## config.mk

```make
export PLATFORM = sky130hd
export DESIGN_NAME = fetch_stage
export DESIGN_NICKNAME = d
export VERILOG_FILES = /design/src/rtl/fetch_pkg.sv /design/src/rtl/fetch_stage.sv
export SDC_FILE = /design/constraint.sdc
export NUM_CORES = 1
export LEC_CHECK = 0
export BUFFER_PORTS_ARGS = -buffer_cell sky130_fd_sc_hd__buf_2
export CAP_MARGIN = 20
export CORE_MARGIN = 3
export CORE_UTILIZATION = 35
export CTS_CLUSTER_DIAMETER = 40
export DETAILED_ROUTE_END_ITERATION = 12
export PLACE_DENSITY_LB_ADDON = 0.15
export SYNTH_ARGS = -nofsm -noshare
export SYNTH_HDL_FRONTEND = slang
export SYNTH_SLANG_ARGS = --single-unit
```

## constraint.sdc

```tcl
create_clock -name clock -period 5.12 [get_ports clock]
set_input_delay 0.256 -clock clock [delete_from_list [all_inputs] [get_ports clock]]
set_output_delay 0.256 -clock clock [all_outputs]
set_load 0.005 [all_outputs]
```

## src/rtl/fetch_pkg.sv

```systemverilog
// Shared types for the instruction-fetch stage and the F/D pipeline register.
package fetch_pkg;

    localparam int unsigned XLEN = 32;
    localparam logic [XLEN-1:0] NOP_INSTR = 32'h0000_0013;

    typedef enum logic [1:0] {
        S_BOOT = 2'd0,
        S_RUN  = 2'd1,
        S_PEND = 2'd2
    } fetch_state_t;

    typedef struct packed {
        logic            valid;
        logic [XLEN-1:0] instr;
        logic [XLEN-1:0] pc;
        logic            misaligned;
    } fd_reg_t;

endpackage

```

## src/rtl/fetch_stage.sv

```systemverilog
// Instruction-fetch stage: owns the PC, addresses the I-cache and fills the F/D register,
// handling cache stalls, decode back-pressure, and branch/trap redirects.
module fetch_stage
    import fetch_pkg::*;
#(
    parameter logic [31:0] RESET_PC   = 32'h0000_1000,
    parameter logic [31:0] EXC_VECTOR = 32'h0000_2000
) (
    input  logic        clock,
    input  logic        reset,
    output logic [31:0] icache_addr,
    input  logic [31:0] icache_data,
    input  logic        icache_stall,
    input  logic        stall_d,
    input  logic        redirect_valid,
    input  logic [31:0] redirect_pc,
    input  logic        exc_valid,
    output logic        fd_valid,
    output logic [31:0] fd_instr,
    output logic [31:0] fd_pc,
    output logic        fd_misaligned
);

    fetch_state_t    state_q, state_d;
    logic [XLEN-1:0] pc_q, pc_d;
    logic [XLEN-1:0] pend_pc_q, pend_pc_d;
    fd_reg_t         fd_q, fd_d;

    logic            flush;
    logic [XLEN-1:0] tgt;

    // Trap outranks branch; both squash whatever is being fetched.
    assign flush = exc_valid | redirect_valid;
    assign tgt   = exc_valid ? EXC_VECTOR : redirect_pc;

    always_comb begin
        state_d   = state_q;
        pc_d      = pc_q;
        pend_pc_d = pend_pc_q;
        fd_d      = fd_q;

        unique case (state_q)
            S_BOOT, S_RUN: begin
                if (flush && !icache_stall) begin
                    pc_d       = tgt;
                    fd_d.valid = 1'b0;
                    state_d    = S_RUN;
                end else if (flush) begin
                    // Stale access still outstanding: park the target until it returns.
                    pend_pc_d  = tgt;
                    fd_d.valid = 1'b0;
                    state_d    = S_PEND;
                end else if (state_q == S_BOOT) begin
                    fd_d.valid = 1'b0;
                    state_d    = S_RUN;
                end else if (stall_d) begin
                    fd_d = fd_q;
                end else if (icache_stall) begin
                    fd_d.valid = 1'b0;
                end else begin
                    fd_d.valid = 1'b1;
                    fd_d.pc    = pc_q;
                    if (pc_q[1:0] != 2'b00) begin
                        fd_d.misaligned = 1'b1;
                        fd_d.instr      = NOP_INSTR;
                    end else begin
                        fd_d.misaligned = 1'b0;
                        fd_d.instr      = icache_data;
                    end
                    pc_d = pc_q + XLEN'(4);
                end
            end
            S_PEND: begin
                fd_d.valid = 1'b0;
                if (flush) begin
                    pend_pc_d = tgt;
                end
                // Returning word belongs to the squashed PC and is dropped.
                if (!icache_stall) begin
                    pc_d    = flush ? tgt : pend_pc_q;
                    state_d = S_RUN;
                end
            end
            default: begin
                state_d = S_BOOT;
            end
        endcase
    end

    always_ff @(posedge clock or posedge reset) begin
        if (reset) begin
            state_q   <= S_BOOT;
            pc_q      <= RESET_PC;
            pend_pc_q <= '0;
            fd_q      <= '{valid: 1'b0, instr: NOP_INSTR, pc: '0, misaligned: 1'b0};
        end else begin
            state_q   <= state_d;
            pc_q      <= pc_d;
            pend_pc_q <= pend_pc_d;
            fd_q      <= fd_d;
        end
    end

    assign icache_addr   = pc_q;
    assign fd_valid      = fd_q.valid;
    assign fd_instr      = fd_q.instr;
    assign fd_pc         = fd_q.pc;
    assign fd_misaligned = fd_q.misaligned;

endmodule

```

; ---- Word-level counts from Yosys, hierarchy flattened
; Index checks and enable logic that the tools add are counted.
[op_classes]
mux = 25
n_reduce_logical = 11
add_sub_neg = 1
n_eq_ne = 10
bitwise = 6
[op_table]
columns = op, n
row1 = 32-bit 2-to-1 mux, 10
row2 = 32-bit one-hot mux with 2 select lines, 2
row3 = 66-bit 2-to-1 mux, 1
row4 = 65-bit 2-to-1 mux, 1
row5 = 32-bit by 3-bit adder with 32-bit output (second input constant), 1
row6 = 3-bit inequality test (second input constant), 4
row7 = 6-bit AND reduction, 2
row8 = 2-bit 2-to-1 mux, 4
row9 = 2-bit AND reduction, 3
row10 = 1-bit 2-to-1 mux, 5
row11 = 5-bit inequality test (second input constant), 1
row12 = 1-bit inverter, 5
row13 = 2-bit inequality test (second input constant), 2
row14 = 4-bit inequality test (second input constant), 1
row15 = 2-bit one-hot mux with 2 select lines, 1
row16 = 2-bit nonzero test, 2
row17 = 2-bit by 1-bit == test with 1-bit output (second input constant), 1
row18 = 2-bit == test (second input constant), 1
row19 = 2-bit zero test, 1
row20 = 1-bit one-hot mux with 2 select lines, 1
row21 = 2-bit OR reduction, 1
row22 = 1-bit logical AND, 1
row23 = 1-bit zero test, 1
row24 = 1-bit bitwise OR, 1
[totals]
ff_bits = 132
input_bits = 70
wordCells = 60

; ---- Depth between registers and ports, before layout
[depth]
depth_word = 8
ltp_mapped = 8
ltp_nobuf = 6

; ---- Worst setup path before layout
; OpenSTA, ideal clock, no wires.
[synth_path]
path_kind = flip-flop to flip-flop
from = reg pc_q[12], in the netlist icache_addr[12]
to = reg pc_q[27], in the netlist icache_addr[27]
period_less_slack_ps = 2183
path_stages_with_launch = 7
setup_slack_ps = 2937
t_arrival_ps = 2057
path_buffers = 1
path_cell_list = dfstp_2 nand4_2 or4_1 clkbuf_2 o311ai_2 o41ai_2 a221o_1
[synth_between]
elab_chain_cells = 7
[synth_lines]
columns = element, line_no
row1 = "start, declared", fetch_stage.sv:25  ; logic [XLEN-1:0] pc_q, pc_d;
row2 = "start signal, assigned", fetch_stage.sv:98  ; pc_q <= pc_d;
row3 = 32-bit by 3-bit adder with 32-bit output, fetch_stage.sv:70  ; pc_d = pc_q + XLEN'(4);
row4 = 32-bit 2-to-1 mux, fetch_stage.sv:58  ; end else if (icache_stall) begin
row5 = 32-bit 2-to-1 mux, fetch_stage.sv:56  ; end else if (stall_d) begin
row6 = 32-bit 2-to-1 mux, fetch_stage.sv:53  ; end else if (state_q == S_BOOT) begin
row7 = 32-bit 2-to-1 mux, fetch_stage.sv:48  ; end else if (flush) begin
row8 = 32-bit 2-to-1 mux, fetch_stage.sv:44  ; if (flush && !icache_stall) begin
row9 = 32-bit one-hot mux with 2 select lines, fetch_stage.sv:42  ; unique case (state_q)
; Every way passes these cells. The select of a mux whose other input is x is not followed.
; A chain may end at the register's enable or synchronous reset.

; ---- Worst setup path after layout
[layout_path]
from = reg state_q[1]
to = reg pc_q[14], in the netlist icache_addr[14]
[layout_between]
elab_chain_cells = 4
elab_cells_between_ends = 12
cone_classes = 7 x eq/ne / 1 x mux / 4 x reduce/logical
[layout_lines]
columns = element, line_no
row1 = "start, declared", fetch_stage.sv:24  ; fetch_state_t state_q, state_d;
row2 = "start signal, assigned", fetch_stage.sv:97  ; state_q <= state_d;
row3 = 2-bit by 1-bit == test with 1-bit output / 2-bit zero test (equally long branches), "fetch_stage.sv:42, fetch_stage.sv:53"
row4 = 2-bit OR reduction, fetch_stage.sv:42
row5 = 3-bit inequality test (no line) / 2-bit nonzero test (equally long branches), -
row6 = 6-bit AND reduction (no line), -
; Parallel ways exist; a longest one is shown, timed or not.

==> results_dict.tcl <==
set metrics [dict create \
    status "finished clean" \
    synthMuxAreaShare 0.03894 \
    gp_congestion 0.8832 \
    tightestPinTransition_ns 0.9251 \
    die_h_um 143.2 \
    dp_hpwl_um 15230 \
    slowest_stage "a21oi_2" \
    combPwrFrac 0.230 \
    portBuffers 167 \
    synth_top_family_by_area "compound AO/OA/AOI/OAI gates" \
    die_w_um 143.2 \
    syn_to_final_growth_pct 24.35 \
    synth_fp_nets 765 \
    post-route-min-period_ns 2.657 \
    die_area_um2 20500 \
    synth_fa_ha_area_frac 0.001899 \
    synth.distinct_cells 61 \
    coreArea_um2 18210 \
    p_per_area_nw_per_um2 434.4 \
    max-slew-margin-rel 0.3776 \
    yosysMostFrequentCell "nand2_1" \
    postLayoutCellArea_um2 8192 \
    grt_pass1_vias 5999 \
    cap_violations 0 \
    crit_chain "nand2b_1 > a21oi_2 > buf_4 > nand2_1 > a32o_1" \
    synth_area_per_cell_um2 9.492 \
    ys_ff_latch 132 \
    synthArstFlopShare 1.000 \
    synth_compound_area_frac 0.2517 \
    track_usage 0.2091 \
    setup_violations 0 \
    power.ir.vdd_worst_mv 0.2450 \
    syn-cell-area_um2 6588 \
    hold_violations 0 \
    critPathTopFamily "compound AO/OA/AOI/OAI gates" \
    cts_resized 0 \
    synth_xor_area_frac 0.003989 \
    wl_per_cell_um 19.67 \
    hold_path_class "in -> reg" \
    drive_gt1_frac 0.2703 \
    grt_pass1_wl_um 33780 \
    cts-buffers-inserted 17 \
    synth_cells 694 \
    endpoint_kind "flop" \
    cts.path.max_buffers 2 \
    grt_max_degree 68 \
    ys_seq_area_frac 0.5022 \
    drc 0 \
    swShare 0.3136 \
    cellInternalPower_w 0.002442 \
    clock_sinks 132 \
    cts-root-buf "clkbuf_16" \
    initial_core_util 0.3618 \
    cts.clk_slew.worst_paths_ns 0.06 \
    ys_top_cells_by_count "139 x nand2_1, 128 x dfrtp_1, 58 x a22o_1" \
    synthTopCellsByArea "dfrtp_1 49%, nand2_1 7.9%, a22o_1 7.7%" \
    p_sw_w 0.001116 \
    h-tree-depth 4 \
    max_freq_ghz 0.3763 \
    startpoint_type "flop" \
    post_dp_cell_area_um2 7600 \
    rows 49 \
    num_vias 6089 \
    crit_buf_inv 1 \
    yosysTopAreaCell "dfrtp_1" \
    antenna_cells 0 \
    crit_fanout 19 \
    synth_edf_count 0 \
    pwr-share-clk 0.336 \
    critPathKind "reg -> reg" \
    synth_top_area_share 0.4862 \
    routed_wl_um 21250 \
    p_leak_nw 3.976 \
    yosys.area_share.simple 0.1645 \
    ios 168 \
    ant_nets 0 \
    cts_setup_buffers 0 \
    fin_nets 909 \
    min_period_over_period 0.5190 \
    first_pass_iters 6 \
    seqPwrFrac 0.434 \
    worstPathArrival_ns 2.96 \
    fin_setup_tns_ns 0 \
    antenna_found_initial 0 \
    rsz0062_at_grt "false" \
    cts_tree "yes" \
    gr-total-overflow 0 \
    slew_viol_final 0 \
    slowest_delay_ns 0.87 \
    critPathRequiredTime_ns 5.42 \
    vias_per_cell 5.638 \
    yosysWarnings 0 \
    insertion_delay_ns 0.41 \
    synthFlopType "dfrtp_1" \
    drtIter0Drc 632 \
    skew_ns 0.006599 \
]
-- worst reg2reg max path, cell delays in order (launching register included) --
cell and delay (ns):
dfrtp_1 0.57, nand2b_1 0.48, a21oi_2 0.87, buf_4 0.34, nand2_1 0.08, a32o_1 0.21
-- power by group through the flow --
stage | combinational (W) | clock [W] | sequential [W]
floorplan | 0.000432 | 0 | 0.00151
global placement | 0.000809 | 0 | 0.00155
detailed placement | 0.000817 | 0 | 0.00156
CTS | 0.000825 | 0.00123 | 0.00154
global route | 0.000918 | 0.00128 | 0.00158
finish | 0.000819 | 0.00120 | 0.00154
-- cell usage in the layout, fill, tap and decap left out, types with 5 or more instances in the layout --
master       n
mux2i_1     20
buf_4       10
and3_1      11
o21ai_0     46
mux2_2       5
nor3_1       5
clkbuf_16   17
a32o_1      14
buf_2      167
o211ai_1     7
nand4_1     11
o31ai_1     11
nor2b_1      5
a22o_1      58
inv_1        8
nor2_1      24
nand3_1     17
a21oi_1     45
nand2_1    139
dfrtp_1    128
-- layer usage --
metal | wire, um | global-route usage
met5 | 0 | 0
met1 | 9983 | 0.3056
met3 | 1723 | 0.04990
met2 | 9257 | 0.3056
met4 | 283 | 0.06703
-- flip-flops by register name, indices dropped and copies added, names as in the netlist --
register,count
fd_instr,32
fd_misaligned,1
fd_pc,32
fd_valid,1
icache_addr,32
pend_pc_q,32
state_q,2
-- cell families (layout without fill, tap and decap cells) --
family / count (synthesis) / after routing
xor gates and xnor gates: 3 / 3
DFF: 132 / 132
adders and majority gates: 1 / 1
and+or+nand+nor: 240 / 240
AOI/OAI and AO/OA: 231 / 231
buffers and inverters: 62 / 219
muxes: 25 / 25
-- path summary, 6_finish.rpt --
check / start / endpoint / slack (ns) / depth (start not counted)
worst min register to register: fd_pc[29] / fd_pc[29] / 0.47 / 2
worst max register to register: state_q[1] / icache_addr[14] / 2.46 / 5
max in group asynchronous: reset / pend_pc_q[1] / 3.65 / 4
min in group asynchronous: reset / fd_pc[17] / 0.44 / 3
worst max-delay path: state_q[1] / icache_addr[14] / 2.46 / 5
worst min-delay path: icache_data[0] / fd_instr[0] / 0.06 / 2
-- what timing repair did --
| item | in CTS | in global routing |
|---|---|---|
| hold endpoints to repair | 37 | 0 |
| endpoints found under the setup margin | 0 | 0 |
| hold buffers | 1 | 0 |
-- through the flow --
step / hold WS, ns / setup slack [ns] / total power [W] / util / std cells
2_1_floorplan: 0.3837 / 1.345 / 0.001940 / - / 694
3_3_place_gp: 0.3398 / 2.447 / 0.002355 / 0.4174 / 1047
3_5_place_dp: 0.3462 / 2.335 / 0.002377 / 0.4174 / 1047
4_1_cts: 0.03841 / 2.516 / 0.003593 / 0.4499 / 1080
5_1_grt: 0.03995 / 2.234 / 0.003779 / 0.4499 / 1080
6_report: 0.05732 / 2.463 / 0.003558 / 0.4499 / 1080
-- cell type report --
class                           instances  area, um2
Fill cell                            1747      10020
Sequential cell                       132       3308
Multi-Input combinational cell        500       3058
Timing Repair Buffer                  178      920.9
Clock buffer                           23      478.0
Tap cell                              229      286.5
Clock inverter                          9      103.9
Inverter                                9      36.28
Note: power is estimated with default switching activity, not from simulation.
